File: src/rtl/frame_uart_tx.sv
// Streams a whole frame buffer out over an 8N1 UART, one pixel as two framed bytes
// (LO then HI), each byte followed by GAP_BITS idle bit-times.
module frame_uart_tx #(
   parameter int PIXELS       = 76800,
   parameter int CLKS_PER_BIT = 14,
   parameter int GAP_BITS     = 2,
   parameter int BRAM_LATENCY = 2
) (
   input  logic        clk,
   input  logic        reset,
   input  logic        start,
   output logic [17:0] bram_addr,
   input  logic [11:0] bram_data,
   output logic        tx,
   output logic        busy,
   output logic        done
);

   typedef enum logic [2:0] {IDLE, FETCH, START, DATA, STOP, GAP} state_t;

   localparam logic [15:0] CPB_LAST   = 16'(CLKS_PER_BIT - 1);
   localparam logic [15:0] FETCH_LAST = 16'(BRAM_LATENCY);
   localparam logic [15:0] GAP_LAST   = 16'(GAP_BITS - 1);
   localparam logic [17:0] LAST_ADDR  = 18'(PIXELS - 1);

   state_t      state_q;
   logic [15:0] cnt_q;
   logic [15:0] bit_q;
   logic [11:0] pix_q;
   logic        hi_q;
   logic [17:0] addr_q;
   logic        tx_q;
   logic        busy_q;
   logic        done_q;

   logic [7:0]  cur_byte;
   logic        last_tick;
   logic        byte_end;

   // Each byte carries six payload bits with a forced 0 at both ends.
   assign cur_byte  = hi_q ? {1'b0, pix_q[11:6], 1'b0} : {1'b0, pix_q[5:0], 1'b0};
   assign last_tick = (cnt_q == CPB_LAST);
   assign byte_end  = last_tick &&
                      (((state_q == STOP) && (GAP_BITS == 0)) ||
                       ((state_q == GAP) && (bit_q == GAP_LAST)));

   always_ff @(posedge clk or posedge reset) begin
      if (reset) begin
         state_q <= IDLE;
         cnt_q   <= '0;
         bit_q   <= '0;
         pix_q   <= '0;
         hi_q    <= 1'b0;
         addr_q  <= '0;
         tx_q    <= 1'b1;
         busy_q  <= 1'b0;
         done_q  <= 1'b0;
      end else begin
         done_q <= 1'b0;
         case (state_q)
            IDLE: begin
               // A start coinciding with the done pulse is deliberately dropped.
               if (start && !done_q) begin
                  busy_q  <= 1'b1;
                  addr_q  <= '0;
                  cnt_q   <= '0;
                  state_q <= FETCH;
               end
            end
            FETCH: begin
               if (cnt_q == FETCH_LAST) begin
                  pix_q   <= bram_data;
                  hi_q    <= 1'b0;
                  cnt_q   <= '0;
                  tx_q    <= 1'b0;
                  state_q <= START;
               end else begin
                  cnt_q <= cnt_q + 16'd1;
               end
            end
            START: begin
               if (last_tick) begin
                  cnt_q   <= '0;
                  bit_q   <= '0;
                  tx_q    <= cur_byte[0];
                  state_q <= DATA;
               end else begin
                  cnt_q <= cnt_q + 16'd1;
               end
            end
            DATA: begin
               if (last_tick) begin
                  cnt_q <= '0;
                  if (bit_q == 16'd7) begin
                     tx_q    <= 1'b1;
                     state_q <= STOP;
                  end else begin
                     bit_q <= bit_q + 16'd1;
                     tx_q  <= cur_byte[bit_q[2:0] + 3'd1];
                  end
               end else begin
                  cnt_q <= cnt_q + 16'd1;
               end
            end
            STOP: begin
               if (last_tick) begin
                  cnt_q   <= '0;
                  bit_q   <= '0;
                  state_q <= GAP;
               end else begin
                  cnt_q <= cnt_q + 16'd1;
               end
            end
            GAP: begin
               if (last_tick) begin
                  cnt_q <= '0;
                  bit_q <= bit_q + 16'd1;
               end else begin
                  cnt_q <= cnt_q + 16'd1;
               end
            end
            default: state_q <= IDLE;
         endcase

         // End of a byte's trailing idle time overrides the per-state updates above.
         if (byte_end) begin
            cnt_q <= '0;
            bit_q <= '0;
            if (!hi_q) begin
               hi_q    <= 1'b1;
               tx_q    <= 1'b0;
               state_q <= START;
            end else if (addr_q == LAST_ADDR) begin
               done_q  <= 1'b1;
               busy_q  <= 1'b0;
               addr_q  <= '0;
               state_q <= IDLE;
            end else begin
               addr_q  <= addr_q + 18'd1;
               state_q <= FETCH;
            end
         end
      end
   end

   assign bram_addr = addr_q;
   assign tx        = tx_q;
   assign busy      = busy_q;
   assign done      = done_q;

endmodule

File: config.mk
export PLATFORM = sky130hd
export DESIGN_NAME = frame_uart_tx
export DESIGN_NICKNAME = d
export VERILOG_FILES = /design/src/rtl/frame_uart_tx.sv
export SDC_FILE = /design/constraint.sdc
export NUM_CORES = 1
export LEC_CHECK = 0
export CORE_ASPECT_RATIO = 0.8
export CORE_UTILIZATION = 30
export CTS_BUF_LIST = sky130_fd_sc_hd__clkbuf_8
export CTS_CLUSTER_SIZE = 28
export DETAILED_ROUTE_END_ITERATION = 16
export PLACE_DENSITY = 0.44
export SKIP_CTS_REPAIR_TIMING = 1
export SKIP_LAST_GASP = 1
export SYNTH_ARGS = -nofsm -noshare
export SYNTH_HDL_FRONTEND = slang
export SYNTH_SLANG_ARGS = --single-unit
export TNS_END_PERCENT = 20
File: constraint.sdc
create_clock -name clk -period 3.5 [get_ports clk]
set_clock_uncertainty 0.2 [all_clocks]
set_input_delay 1.05 -clock clk [delete_from_list [all_inputs] [get_ports clk]]
set_output_delay 1.05 -clock clk [all_outputs]
set_load 0.03 [all_outputs]
# After elaboration in Yosys (flattened, before gate mapping)
# Cells that the tools add are included.
# op_classes
n_div	0
multipliers	0
eq_ne	20
muxes	48
n_reduce_logical	13
bitwise_logic	0
addsub	4
order_cmp	1
shifts	0
# op_table
op	n
$mux W16	9
$pmux W16 S3	2
$mux W18	5
$add A16 B1 Y16 const B	2
$ne A3 B3 Y1 const B	8
$mux W3	7
$mux W1	20
$add A18 B1 Y18 const B	1
$eq A18 B17 Y1 const B	1
$pmux W3 S6	1
$eq A16 B1 Y1 const B	1
$eq A16 B2 Y1 const B	1
$eq A16 B3 Y1 const B	1
$eq A16 B4 Y1 const B	1
$reduce_bool A4 Y1	2
$mux W7	1
$reduce_and A7 Y1	1
$eq A3 B2 Y1 const B	2
$eq A3 B3 Y1 const B	2
$reduce_and A5 Y1	1
$lt A3 B4 Y1 const B	1
$reduce_and A2 Y1	2
$reduce_or A4 Y1	1
$add A3 B1 Y3 const B	1
10 further kinds	12
# word_totals
ff_bits	69
inputBits	15
mem_count	0
romBits	0
ram_bits	0
output_inout_bits	21
latchBits	0
word_cells	95

# Depth between registers and ports, before layout
# Gate-level depths: netlist of run 1.
# logic_depth
depth_word	8
ltp_mapped	9
ltp_nobuf	8

# Worst setup path before layout of run 1
# Ideal clock, no wire load.
# synth_path
path_type	input-to-reg
from	in start
to	reg cnt_q[10]
t_required_ps	3182
n_path_buf	1
cell_stages	7
setup_time_ps	118
t_arrival_ps	2461
path_slack_ps	721
path_cell_list	nor2b_1 o31ai_2 or4_1 clkbuf_1 nor2_1 o22ai_1 a21o_1
# synth_between
elab_chain_len	3
# synth_lines
element	line	text
start, declared	11	input logic start,
$logic_and A1 B1 Y1	63	if (start && !done_q) begin
$ne A3 B3 Y1 (no line)	-	
$reduce_and A2 Y1 (no line)	-	
end signal, assigned	78	cnt_q <= cnt_q + 16'd1;
end signal, assigned	88	cnt_q <= cnt_q + 16'd1;
end signal, assigned	102	cnt_q <= cnt_q + 16'd1;
end, declared	27	logic [15:0] cnt_q;
# Every way passes these cells.
# A chain may end at the register's enable or synchronous reset.

# Worst setup path after layout of run 1
# layout_path
from	reg addr_q[4] (netlist: bram_addr[4])
to	out bram_addr[4]
# layout_rtl
element	line	text
start, declared	31	logic [17:0] addr_q;
start signal, assigned	139	addr_q <= addr_q + 18'd1;
end, declared	12	output logic [17:0] bram_addr,
# No word-level cell between the ends.

==> results, run 1 <==
- The run finished with clean final reports.
- In this run the power density over the cells is 518 nW/um^2.
- The final-report max-slew violation count is 0.
- The final wirelength is 9200 um.
- The number of search-and-repair iterations in the first detailed-routing pass is 4.
- In the final routing, the length of wire on met1 measures 4940 um.
- Once detail routing completed, the nets flagged for antenna violations numbered 0.
- Compared with the post-synthesis result, the final layout area differs by 22.4%.
- The post-detailed-placement half-perimeter wirelength is 6430 um.
- TritonCTS built the clock tree.
- At the pin with the least slew margin, the transition time is 0.733 ns.
- The area of the core is 12,300 um^2.
- The largest net degree at the start of global routing is 41.
- Dividing the detail-routed wire length by the instance count gives 14.6 um.
- The clock slew at the register clock pins of the worst setup and hold paths is 0.08 ns.
- A synthesized cell averages 9.34 um^2.
- 36 I/O pins were placed.
- The wire length of the first global-routing pass is 15,400 um.
- Of the total power, the clock network draws 0.344.
- The synthesized netlist net count is 433.
- Of the total power, combinational logic draws 0.239.
- The yosys synthesis warning count is 0.
- After the flow finishes, the layout carries non-filler instances totaling 631.
- The post-synthesis instance area is 3850 um^2.
- The startpoint identified for the worst register-to-register timing path is bit_q[12].
- The number of design rule violations left after detail routing is 0.
- The critical path capture point is bram_addr[4].
- For the worst flop-to-flop path, the logic depth is 6.
- The maximum fanout along the worst path is 8.
- Headroom to the max-slew limit came out at 0.512.
- The die is 129 um wide.
- In the synthesized netlist the async set-or-reset flop fraction comes to 1.00.
- Summed over all nets, wire length on met2 after detailed routing comes to 3780 um.
- After detailed routing, no signal wire sits above met4.
- The count of flip-flops with a built-in enable after synthesis is 0.
- The number of hold violations in the final report was 0.
- The fraction of final layout cells sized beyond drive strength 1 is 0.124.
- The maximum vdd drop is 0.000277 V.
- The placed instances occupy a cell area of 4450 um^2.
- The maximum clock path buffer count is 2.
- Data on the critical path arrives at its endpoint at 1.62 ns.
- The clock tree root driver cell is sky130_fd_sc_hd__clkbuf_8.
- The maximum level of the CTS H-tree is 3.
- Setup violations remaining at the end of the flow were counted as 0.
- The share of the clock period used by the worst path is 0.821.
- The number of global-route vias before repair came to 2,999.
- The number of clock sinks is 69.
- Summing internal, switching and leakage power gives 2.44 mW.
- Setup repair after global routing left no endpoint under its margin.
- The routed design could run at a clock period as short as 2.87 ns.
- The vertical die dimension is 103 um.
- The critical path endpoint category is a primary output.
- The number of DRC markers after the initial detailed-route iteration is 180.
- The number of buffers created by CTS is 9.
- The net count reported at finish is 476.
- In this run, distinct cell masters in the synthesized netlist total 52.
- Cell internal power was estimated by the tool at 1.70 mW.
- The area of the multi-input gates is 2000 um^2.
- The count of buffers from port buffering is 35.
- After detailed routing, the number of vias per cell comes to 4.99.
- Derived from the worst setup path, the maximum achievable clock frequency is 348 MHz.
- Across the whole layout, storage elements account for 1730 um^2.
- The power spent charging and discharging nets is 743 uW.
- The part of the power in registers is 0.417.
- The overall die area is 13,300 um^2.
- The filler cell count in the final layout is 1,286.
- At the end of routability-driven placement, the weighted congestion stood at 0.760.
- The number of cells in the design after placement is 615.
- The number of antenna diodes is 0.
- The tool flagged a number of max-cap violations equal to 0.
- The static leakage is 1.91 nW.
- The sum of negative setup slack is 0 ns.
- For this run, the leading register cell type out of synthesis is sky130_fd_sc_hd__dfrtp_1.
- The number of placement rows is 36.
- In the layout the commonest cells are 68 x sky130_fd_sc_hd__dfrtp_1, 46 x sky130_fd_sc_hd__o21ai_0, 39 x sky130_fd_sc_hd__nor2_1.
- Traced cell by cell, the critical path runs through clkdlybuf4s50_1.
- The path class of the tightest hold or removal check is reg -> reg.
- Counting both buffers and inverters, the worst setup path holds a total of 1.
- The initial core utilization is 0.312.
- The post-synthesis register bit count is 69.
- The clock reaches the later pin of the worst-skew pair after 0.36 ns.
- The largest incremental delay on the critical path is 0.73 ns.
- Summed over all layers, the global routing overflow is 0.
- Synthesis produced 412 cells.
- Of the total power, the share spent switching nets is 0.304.
- The most common cell after layout, fill and taps aside is sky130_fd_sc_hd__dfrtp_1.
- The worst setup path is of the reg -> out kind.
- The logic depth of the worst path, buffers included is 1.
- The worst endpoint required time is 2.25 ns.
- The number of antenna violations at the first check in global routing is 0.
- The setup check on the worst reg-to-reg path leaves a slack of 0.72 ns.
- The family of cells with the greatest summed delay on the critical path is buffers and inverters.
- The met3 layer wire length in the routed design is 378 um.
- The final standard cell area without fillers is 4710 um^2.
- The worst setup path is launched from a flop.
- The beginning of the critical path is bram_addr[4].
- The overall global routing resource usage is 0.151.
- The slowest stage cell on the critical path is sky130_fd_sc_hd__clkdlybuf4s50_1.
- The share of the Yosys chip area taken by registers is 0.449.
- The detailed-route via count is 3,149.
- The endpoint of the most critical register-to-register path is bram_addr[16].
cell usage after synthesis, types with 3 or more instances:
cell,count,share of area
sky130_fd_sc_hd__nand4_1,12,0.020
sky130_fd_sc_hd__nor2_1,39,0.038
sky130_fd_sc_hd__nor2b_1,7,0.011
sky130_fd_sc_hd__xnor2_1,6,0.014
sky130_fd_sc_hd__a31oi_1,3,0.0049
sky130_fd_sc_hd__nand3_1,19,0.025
sky130_fd_sc_hd__or3_1,7,0.011
sky130_fd_sc_hd__ha_1,6,0.020
sky130_fd_sc_hd__clkbuf_1,8,0.0078
sky130_fd_sc_hd__xor2_1,13,0.030
sky130_fd_sc_hd__dfrtp_1,68,0.44
sky130_fd_sc_hd__a21oi_1,15,0.020
sky130_fd_sc_hd__o21ai_0,46,0.060
sky130_fd_sc_hd__nor4_4,3,0.017
sky130_fd_sc_hd__and4_1,7,0.016
sky130_fd_sc_hd__nor3b_1,3,0.0059
sky130_fd_sc_hd__and2_1,3,0.0049
sky130_fd_sc_hd__nand2b_1,6,0.0098
sky130_fd_sc_hd__mux2_2,13,0.038
sky130_fd_sc_hd__nor4_1,5,0.0081
sky130_fd_sc_hd__mux2i_1,3,0.0078
sky130_fd_sc_hd__inv_1,12,0.012
sky130_fd_sc_hd__buf_2,7,0.0091
sky130_fd_sc_hd__nor3_1,17,0.022
sky130_fd_sc_hd__nand2_1,35,0.034
sky130_fd_sc_hd__and3_1,8,0.013
sky130_fd_sc_hd__o31ai_1,10,0.020
how the worst min path moves through the flow:
| stage | from | to | slack [ns] | cells past startpoint |
|---|---|---|---|---|
| 5_1_grt | pix_q[7] | pix_q[7] | 0.34 | 1 |
| 2_1_floorplan | bit_q[6] | bit_q[6] | 0.26 | 1 |
| 6_report | pix_q[4] | pix_q[4] | 0.31 | 1 |
| 4_1_cts | bit_q[4] | bit_q[4] | 0.31 | 1 |
| 3_5_place_dp | bit_q[4] | bit_q[4] | 0.30 | 1 |
| 3_3_place_gp | pix_q[4] | pix_q[4] | 0.29 | 1 |
sequential cells by signal, summed over array words and instances, names as in the netlist:
name	flops
bram_addr	18
pix_q	12
done	1
hi_q	1
busy	1
bit_q	16
state_q	3
cnt_q	16
tx	1
layer usage:
layer	global-route usage	vias up
met5	0	-
met4	0.0407	0
met3	0.0381	7
met2	0.219	61
met1	0.220	1493
li1	-	1588
power by group through the flow:
stage / Combinational [mW] / Sequential (mW) / Clock (mW)
3_5_place_dp: 0.595 / 1.03 / 0
4_1_cts: 0.596 / 1.02 / 0.864
6_report: 0.584 / 1.02 / 0.839
2_1_floorplan: 0.450 / 0.993 / 0
3_3_place_gp: 0.589 / 1.03 / 0
5_1_grt: 0.672 / 1.04 / 0.899
cells by family (layout without fill, tap and decap cells):
kind of cell | after synthesis | after routing | share of synthesized area
AOI/OAI and AO/OA | 90 | 90 | 0.136
xor gates and xnor gates | 19 | 19 | 0.0432
adders and majority gates | 6 | 6 | 0.0195
buffers and inverters | 28 | 76 | 0.0315
DFF | 69 | 69 | 0.449
muxes | 18 | 18 | 0.0575
and+or+nand+nor | 182 | 182 | 0.264
per-stage QoR:
step | utilization | hold WS [ns] | setup WS (ns)
floorplan | - | 0.260 | 0.512
global placement | 0.361 | 0.286 | 0.332
detailed placement | 0.361 | 0.295 | 0.275
CTS | 0.382 | 0.311 | 0.611
global route | 0.382 | 0.341 | 0.523
finish | 0.382 | 0.306 | 0.627
worst register-to-register path: stages, from the launching register on:
cell	delay, ns
sky130_fd_sc_hd__dfrtp_1	0.43
sky130_fd_sc_hd__nor4_1	0.50
sky130_fd_sc_hd__and4_2	0.41
sky130_fd_sc_hd__nand4_4	0.27
sky130_fd_sc_hd__or2_1	0.46
sky130_fd_sc_hd__or3_1	0.38
sky130_fd_sc_hd__o21ai_1	0.08
final cells by class:
| cell class | count | share of cell area |
|---|---|---|
| Sequential cell | 69 | 0.367 |
| Clock inverter | 5 | 0.0226 |
| Tap cell | 171 | 0.0454 |
| Clock buffer | 11 | 0.0321 |
| Multi-Input combinational cell | 315 | 0.426 |
| Inverter | 12 | 0.00956 |
| Timing Repair Buffer | 48 | 0.0978 |
No activity file was read; power rests on OpenSTA's default activity.
==> run 2, diff against run 1 <==
==> constraint.sdc (replaced) <==
create_clock -name clk -period 2.8 [get_ports clk]
set_clock_uncertainty 0.2 [all_clocks]
set_input_delay 0.84 -clock clk [delete_from_list [all_inputs] [get_ports clk]]
set_output_delay 0.84 -clock clk [all_outputs]
set_load 0.03 [all_outputs]
==> run 2 against run 1 <==
Compared with the run above: non-clock buffer count up 8; critical path depth unchanged; critical path type unchanged; sequential share of layout area rose by 0.26 points; routed wire length shrank 0.21%; register-to-register slack got worse by 0.48 ns; die area stayed put; largest power group unchanged; final area is 0.69% lower; sequential power grew 25%; first-iteration DRC count down 1.7%; flip-flop and latch count did not move; combinational power grew 30%; setup slack lost 0.44 ns.
==> results, run 2 (synthesis gave the netlist of run 1 again) <==
- Result of the run: finished clean (unchanged).
- The detailed-route via count is 3,176 (was 3,149).
- The final setup violation count is 0 (unchanged).
- The part of the power in registers came to 0.468 (was 0.417).
- The utilization after layout came to 0.379 (was 0.382).
- The initial core utilization came to 0.312 (unchanged).
- The growth of design area from synthesis to finish is 21.5% (was 22.4%).
- The most common cell after layout, fill and taps aside is sky130_fd_sc_hd__dfrtp_1 (unchanged).
- The relative slew slack is 0.676 (was 0.512).
- The count of cells along the worst hold path is 1 (unchanged).
- The sum of negative setup slack was 0 ns (unchanged).
- The static leakage is 1.92 nW (was 1.91 nW).
- The vertical die dimension came to 103 um (unchanged).
- The maximum fanout along the worst path came to 8 (unchanged).
- The area of the core is 12,300 um^2 (unchanged).
- The worst hold margin is 0.302 ns (was 0.306 ns).
- The number of placement rows came to 36 (unchanged).
- The final wirelength is 9180 um (was 9200 um).
- The largest incremental delay on the critical path is 0.74 ns (was 0.73 ns).
- The insertion delay to the later sink of the worst-skew pair is 0.35 ns (was 0.36 ns).
- The element type at the critical path start is a flop (unchanged).
- The number of cells in the design after placement is 623 (was 615).
- The flip-flop count of the largest register, all copies and words added was 18 (unchanged).
- The clock slew at the register clock pins of the worst setup and hold paths was 0.08 ns (about the same).
- The number of cell instances on the worst register-to-register path is 6 (unchanged).
- The endpoint of the most critical register-to-register path is bram_addr[16] (unchanged).
- The flop-to-flop setup slack is 0.24 ns (was 0.72 ns).
- The number of global-route vias before repair was 3,031 (was 2,999).
- The net count reported at finish is 484 (was 476).
- The clock tree root driver cell is sky130_fd_sc_hd__clkbuf_8 (unchanged).
- The maximum vdd drop is 0.000376 V (was 0.000277 V).
- The number of DRC markers after the initial detailed-route iteration is 177 (was 180).
- The reg-to-reg critical path startpoint is cnt_q[12] (was bit_q[12]).
- The average wire per cell in the routed design was 14.4 um (was 14.6 um).
- The share of the clock period used by the worst path is 0.935.
- The filler cell count in the final layout came to 1,298 (was 1,286).
- The startpoint-to-endpoint class of the critical path is reg -> out (unchanged).
- The end of the worst hold path is bit_q[4] (was pix_q[4]).
- The worst endpoint required time is 1.76 ns (was 2.25 ns).
- The number of buffers created by CTS was 9 (unchanged).
- The final weighted congestion of routability-driven global placement is 0.797 (was 0.760).
- The number of clock sinks is 69 (unchanged).
- The cell-internal power is 1.83 mW (was 1.70 mW).
- The logic depth of the worst path, buffers included was 1 (unchanged).
- The met1 routed wirelength after detailed routing is 4760 um (was 4940 um).
- The family of cells with the greatest summed delay on the critical path was buffers and inverters (unchanged).
- The maximum level of the CTS H-tree is 3 (unchanged).
- The combinational group share of total power was 0.279 (was 0.239).
- The highest metal layer used by the detailed router is met4 (unchanged).
- The count of pins on the block boundary was 36 (unchanged).
- The power density relative to cell area is 581 nW/um^2 (was 518 nW/um^2).
- The critical path endpoint category is a primary output (unchanged).
- Most frequent cells in the layout: 68 x sky130_fd_sc_hd__dfrtp_1, 46 x sky130_fd_sc_hd__o21ai_0, 39 x sky130_fd_sc_hd__nor2_1 (unchanged).
- The power spent charging and discharging nets is 886 uW (was 743 uW).
- The number of antenna violations at the first check in global routing is 0 (unchanged).
- The total met2 wirelength after detailed routing came to 3860 um (was 3780 um).
- The maximum clock path buffer count was 2 (unchanged).
- Series of cell instances along the critical path: clkdlybuf4s50_1 (unchanged).
- The largest net degree at the start of global routing is 70 (was 41).
- The number of design rule violations left after detail routing is 0 (unchanged).
- The number of maximum-capacitance constraint violations was 0 (unchanged).
- The fraction of final layout cells sized beyond drive strength 1 is 0.133 (was 0.124).
- The worst min-delay path category is reg -> reg (unchanged).
- The post-detailed-placement half-perimeter wirelength is 6390 um (was 6430 um).
- The proportion of total power due to net switching came to 0.326 (was 0.304).
- The antenna violation net count after detailed routing is 0 (unchanged).
- The width of the die was 129 um (unchanged).
- The overall die area is 13,300 um^2 (unchanged).
- The transition time of the tightest slew-check pin is 0.482 ns (was 0.733 ns).
- The beginning of the worst hold path was bit_q[4] (was pix_q[4]).
- The clock period minus worst slack is 2.62 ns.
- The sum of buffers and inverters on the critical path is 1 (unchanged).
- The number of hold violations in the final report was 0 (unchanged).
- The clock network fraction of design power is 0.253 (was 0.344).
- The overall global routing resource usage is 0.152 (was 0.151).
- The number of search-and-repair iterations in the first detailed-routing pass is 7 (was 4).
- The maximum achievable frequency is 382 MHz.
- The signal arrival time at the worst endpoint is 1.58 ns (was 1.62 ns).
- The count of buffers from port buffering was 35 (unchanged).
- Setup repair after global routing missed its margin: false (unchanged).
- The slowest stage cell on the critical path is sky130_fd_sc_hd__clkdlybuf4s50_1 (unchanged).
- The met3 layer wire length in the routed design came to 500 um (was 378 um).
- The CTS tree was built (unchanged).
- The average via count per standard cell is 4.98 (was 4.99).
- The overflow left after global routing is 0 (unchanged).
- The final-report max-slew violation count is 0 (unchanged).
- The wire length of the first global-routing pass is 15,600 um (was 15,400 um).
- The final cell count without fillers was 638 (was 631).
- The number of antenna diodes is 0 (unchanged).
==> run 2: changes by cell type in the layout (fill, tap and decap cells not counted), moves of 2 or more <==
| cell | delta |
|---|---|
| sky130_fd_sc_hd__bufinv_16 | -3 |
| sky130_fd_sc_hd__buf_4 | +8 |
| sky130_fd_sc_hd__inv_1 | +3 |
| sky130_fd_sc_hd__clkinv_2 | +2 |
==> run 2: layout make-up <==
cell class / count / area [um^2] / share of cell area
clock inverters: 5 / 21.3 / 0.00455
flip-flops and latches: 69 / 1730 / 0.369
clock buffers: 10 / 138 / 0.0294
inverters: 12 / 45.0 / 0.00963
repair buffers: 56 / 520 / 0.111
multi-input cells: 315 / 2010 / 0.430
well taps: 171 / 214 / 0.0457
==> run 2: worst max-delay path by stage <==
stage	from	endpoint	slack (ns)
2_1_floorplan	reset	bit_q[0]	0.02
5_1_grt	bram_addr[0]	state_q[0]	0.06
6_report	bram_addr[4]	bram_addr[4]	0.18
3_3_place_gp	start	cnt_q[10]	-0.12
3_5_place_dp	start	cnt_q[10]	-0.16
4_1_cts	bit_q[12]	bram_addr[16]	0.12
==> run 2: routing by layer <==
layer	track usage	up-vias
li1	-	1595
met1	0.221	1517
met2	0.219	60
met3	0.0514	4
met4	0.0308	0
met5	0	-
==> run 2: power groups by stage <==
| stage | logic, mW | clock network (mW) | registers [mW] |
|---|---|---|---|
| CTS | 0.769 | 0.728 | 1.27 |
| global placement | 0.761 | 0 | 1.29 |
| finish | 0.759 | 0.688 | 1.27 |
| global route | 0.866 | 0.771 | 1.30 |
| detailed placement | 0.766 | 0 | 1.29 |
| floorplan | 0.562 | 0 | 1.24 |
==> run 2: worst register-to-register path, stage by stage (launching register included) <==
cell                      delay (ns)
sky130_fd_sc_hd__dfrtp_1        0.45
sky130_fd_sc_hd__nor4_4         0.42
sky130_fd_sc_hd__and4_4         0.36
sky130_fd_sc_hd__nand4_4        0.18
sky130_fd_sc_hd__or2_1          0.42
sky130_fd_sc_hd__or3_1          0.39
sky130_fd_sc_hd__o21ai_1        0.07
==> run 2: through the flow <==
stage | power [mW] | area, um^2 | setup WS [ns]
finish | 2.72 | 4680 | 0.183
global route | 2.94 | 4680 | 0.0572
CTS | 2.77 | 4670 | 0.122
detailed placement | 2.06 | 4510 | -0.157
global placement | 2.05 | 4510 | -0.118
floorplan | 1.80 | 3850 | 0.0218
==> run 3, diff against run 2 <==
--- a/config.mk
+++ b/config.mk
@@ -7,7 +7,7 @@
 export LEC_CHECK = 0
 export CORE_ASPECT_RATIO = 0.8
 export CORE_UTILIZATION = 30
-export CTS_BUF_LIST = sky130_fd_sc_hd__clkbuf_8
+export CTS_BUF_LIST = sky130_fd_sc_hd__clkbuf_16
 export CTS_CLUSTER_SIZE = 28
 export DETAILED_ROUTE_END_ITERATION = 16
 export PLACE_DENSITY = 0.44
==> run 3 against run 2 <==
Compared with the run above: hold slack got worse by 0.0038 ns; power grew 10%; non-clock buffer count unchanged; flip-flop and latch count stayed put; final cell count is the same; fmax increased by 0.56%; setup slack gained 0.014 ns; clock power is 41% higher; die area unchanged; utilization rose by 0.74 points; highest routed layer unchanged; sequential share of layout area decreased by 0.71 points.
==> results, run 3 (synthesis gave the netlist of run 1 again) <==
- The number of DRC markers after the initial detailed-route iteration was 148 (was 177).
- The overall global routing resource usage is 0.153 (was 0.152).
- The endpoint of the most critical register-to-register path is bram_addr[16] (unchanged).
- The number of design rule violations left after detail routing is 0 (unchanged).
- The maximum fanout along the worst path was 5 (was 8).
- Most frequent cells in the layout: 68 x sky130_fd_sc_hd__dfrtp_1, 46 x sky130_fd_sc_hd__o21ai_0, 39 x sky130_fd_sc_hd__nor2_1 (unchanged).
- The overall die area is 13,300 um^2 (unchanged).
- The vertical die dimension is 103 um (unchanged).
- The count of pins on the block boundary was 36 (unchanged).
- The detailed-route via count is 3,175 (was 3,176).
- The transition time of the tightest slew-check pin is 0.479 ns (was 0.482 ns).
- The number of search-and-repair iterations in the first detailed-routing pass came to 7 (unchanged).
- The beginning of the worst hold path was busy (was bit_q[4]).
- The final setup violation count is 0 (unchanged).
- The relative slew slack was 0.678 (was 0.676).
- Setup repair after global routing missed its margin: false (unchanged).
- The clock tree root driver cell is sky130_fd_sc_hd__clkbuf_16 (was sky130_fd_sc_hd__clkbuf_8).
- The most common cell after layout, fill and taps aside was sky130_fd_sc_hd__dfrtp_1 (unchanged).
- The overflow left after global routing is 0 (unchanged).
- The post-detailed-placement half-perimeter wirelength is 6390 um (unchanged).
- The number of antenna violations at the first check in global routing was 0 (unchanged).
- The number of global-route vias before repair is 3,045 (was 3,031).
- The count of buffers from port buffering is 35 (unchanged).
- The power density relative to cell area is 630 nW/um^2 (was 581 nW/um^2).
- The maximum vdd drop came to 0.000345 V (was 0.000376 V).
- The net count reported at finish was 484 (unchanged).
- The share of the clock period used by the worst path is 0.929 (was 0.935).
- The end of the worst hold path was busy (was bit_q[4]).
- The utilization after layout is 0.386 (was 0.379).
- The number of antenna diodes is 0 (unchanged).
- The worst endpoint required time is 2.81 ns (was 1.76 ns).
- The flip-flop count of the largest register, all copies and words added is 18 (unchanged).
- The reg-to-reg critical path startpoint is cnt_q[12] (unchanged).
- The maximum level of the CTS H-tree came to 3 (unchanged).
- The final cell count without fillers is 638 (unchanged).
- The signal arrival time at the worst endpoint was 2.61 ns (was 1.58 ns).
- The number of clock sinks is 69 (unchanged).
- The number of hold violations in the final report is 0 (unchanged).
- The fraction of final layout cells sized beyond drive strength 1 is 0.131 (was 0.133).
- The area of the core came to 12,300 um^2 (unchanged).
- The initial core utilization is 0.312 (unchanged).
- The final weighted congestion of routability-driven global placement is 0.797 (unchanged).
- The number of cell instances on the worst register-to-register path is 6 (unchanged).
- The width of the die is 129 um (unchanged).
- The growth of design area from synthesis to finish came to 23.9% (was 21.5%).
- The insertion delay to the later sink of the worst-skew pair is 0.33 ns (was 0.35 ns).
- The number of placement rows came to 36 (unchanged).
- The largest net degree at the start of global routing is 70 (unchanged).
- The critical path endpoint category is a flop (was primary output).
- The total cell area at the placement stage is 4510 um^2 (unchanged).
- The maximum clock path buffer count is 2 (unchanged).
- The antenna violation net count after detailed routing is 0 (unchanged).
- The count of cells along the worst hold path was 2 (was 1).
- The number of buffers created by CTS is 9 (unchanged).
- The final wirelength is 9190 um (was 9180 um).
- The worst min-delay path category was reg -> reg (unchanged).
- The number of cells in the design after placement is 623 (unchanged).
- The clock period minus worst slack is 2.60 ns (was 2.62 ns).
- The wire length of the first global-routing pass is 15,700 um (was 15,600 um).
- The maximum achievable frequency is 384 MHz (was 382 MHz).
- The startpoint-to-endpoint class of the critical path is in -> reg (was reg -> out).
- The filler cell count in the final layout came to 1,285 (was 1,298).
- The clock slew at the register clock pins of the worst setup and hold paths is 0.05 ns (was 0.08 ns).
- The average via count per standard cell is 4.98 (about the same).
- The CTS tree is built (unchanged).
- Result of the run: finished clean (unchanged).
- The final-report max-slew violation count is 0 (unchanged).
- The average wire per cell in the routed design is 14.4 um (about the same).
- The number of maximum-capacitance constraint violations is 0 (unchanged).
- The flop-to-flop setup slack came to 0.22 ns (was 0.24 ns).
- The static leakage is 1.96 nW (was 1.92 nW).
- The final standard cell area without fillers is 4770 um^2 (was 4680 um^2).
- The element type at the critical path start is an input pin (was flop).
==> run 3: changes by cell type in the layout (fill, tap and decap cells not counted) <==
cell	previous run	this run
sky130_fd_sc_hd__clkinv_1	0	1
sky130_fd_sc_hd__clkbuf_8	10	0
sky130_fd_sc_hd__clkbuf_16	0	9
==> run 3: report_power, final <==
group / total, mW / switching (mW) / internal, mW / leakage [nW]
registers: 1.27 / 0.135 / 1.14 / 0.925
logic: 0.758 / 0.391 / 0.368 / 0.898
clock network: 0.972 / 0.394 / 0.577 / 0.136
==> run 3: area by class of cell <==
type                            count  area, um^2  share of cell area
Clock buffer                        9         225              0.0472
Inverter                           12        45.0             0.00945
Timing Repair Buffer               56         520               0.109
Multi-Input combinational cell    315        2010               0.422
Sequential cell                    69        1730               0.362
Tap cell                          171         214              0.0449
Clock inverter                      6        25.0             0.00525
==> run 3: critical path, stage by stage <==
cell and delay [ns]:
sky130_fd_sc_hd__clkdlybuf4s50_1 0.48, sky130_fd_sc_hd__nor2b_1 0.20, sky130_fd_sc_hd__o31ai_2 0.09, sky130_fd_sc_hd__or4_1 0.60, sky130_fd_sc_hd__nor2_1 0.13, sky130_fd_sc_hd__o22ai_1 0.08
sky130_fd_sc_hd__a21o_1 0.18
==> run 3: layer usage <==
layer  wire, um  up-vias  global-route usage
met4         66        0              0.0416
met3        378        6              0.0453
met1       4870     1520               0.221
met5          0        -                   0
li1           -     1598                   -
met2       3880       51               0.220
==> run 3: metrics by stage <==
stage	setup TNS [ns]	total power [mW]	setup WS, ns	hold WS, ns
after detailed placement	-0.811	2.06	-0.157	0.292
after CTS	0	3.06	0.122	0.307
after global placement	-0.609	2.05	-0.118	0.286
after global routing	0	3.23	0.0573	0.329
final	0	3.00	0.197	0.298
after floorplan	0	1.80	0.0218	0.260
==> run 3: worst max-delay path by stage <==
stage                      start       endpoint  depth (start not counted)
floorplan                  reset       bit_q[0]                          1
global placement           start      cnt_q[10]                          7
detailed placement         start      cnt_q[10]                          7
CTS                    bit_q[12]  bram_addr[16]                          6
global route        bram_addr[0]     state_q[0]                          7
finish                     start      cnt_q[10]                          7
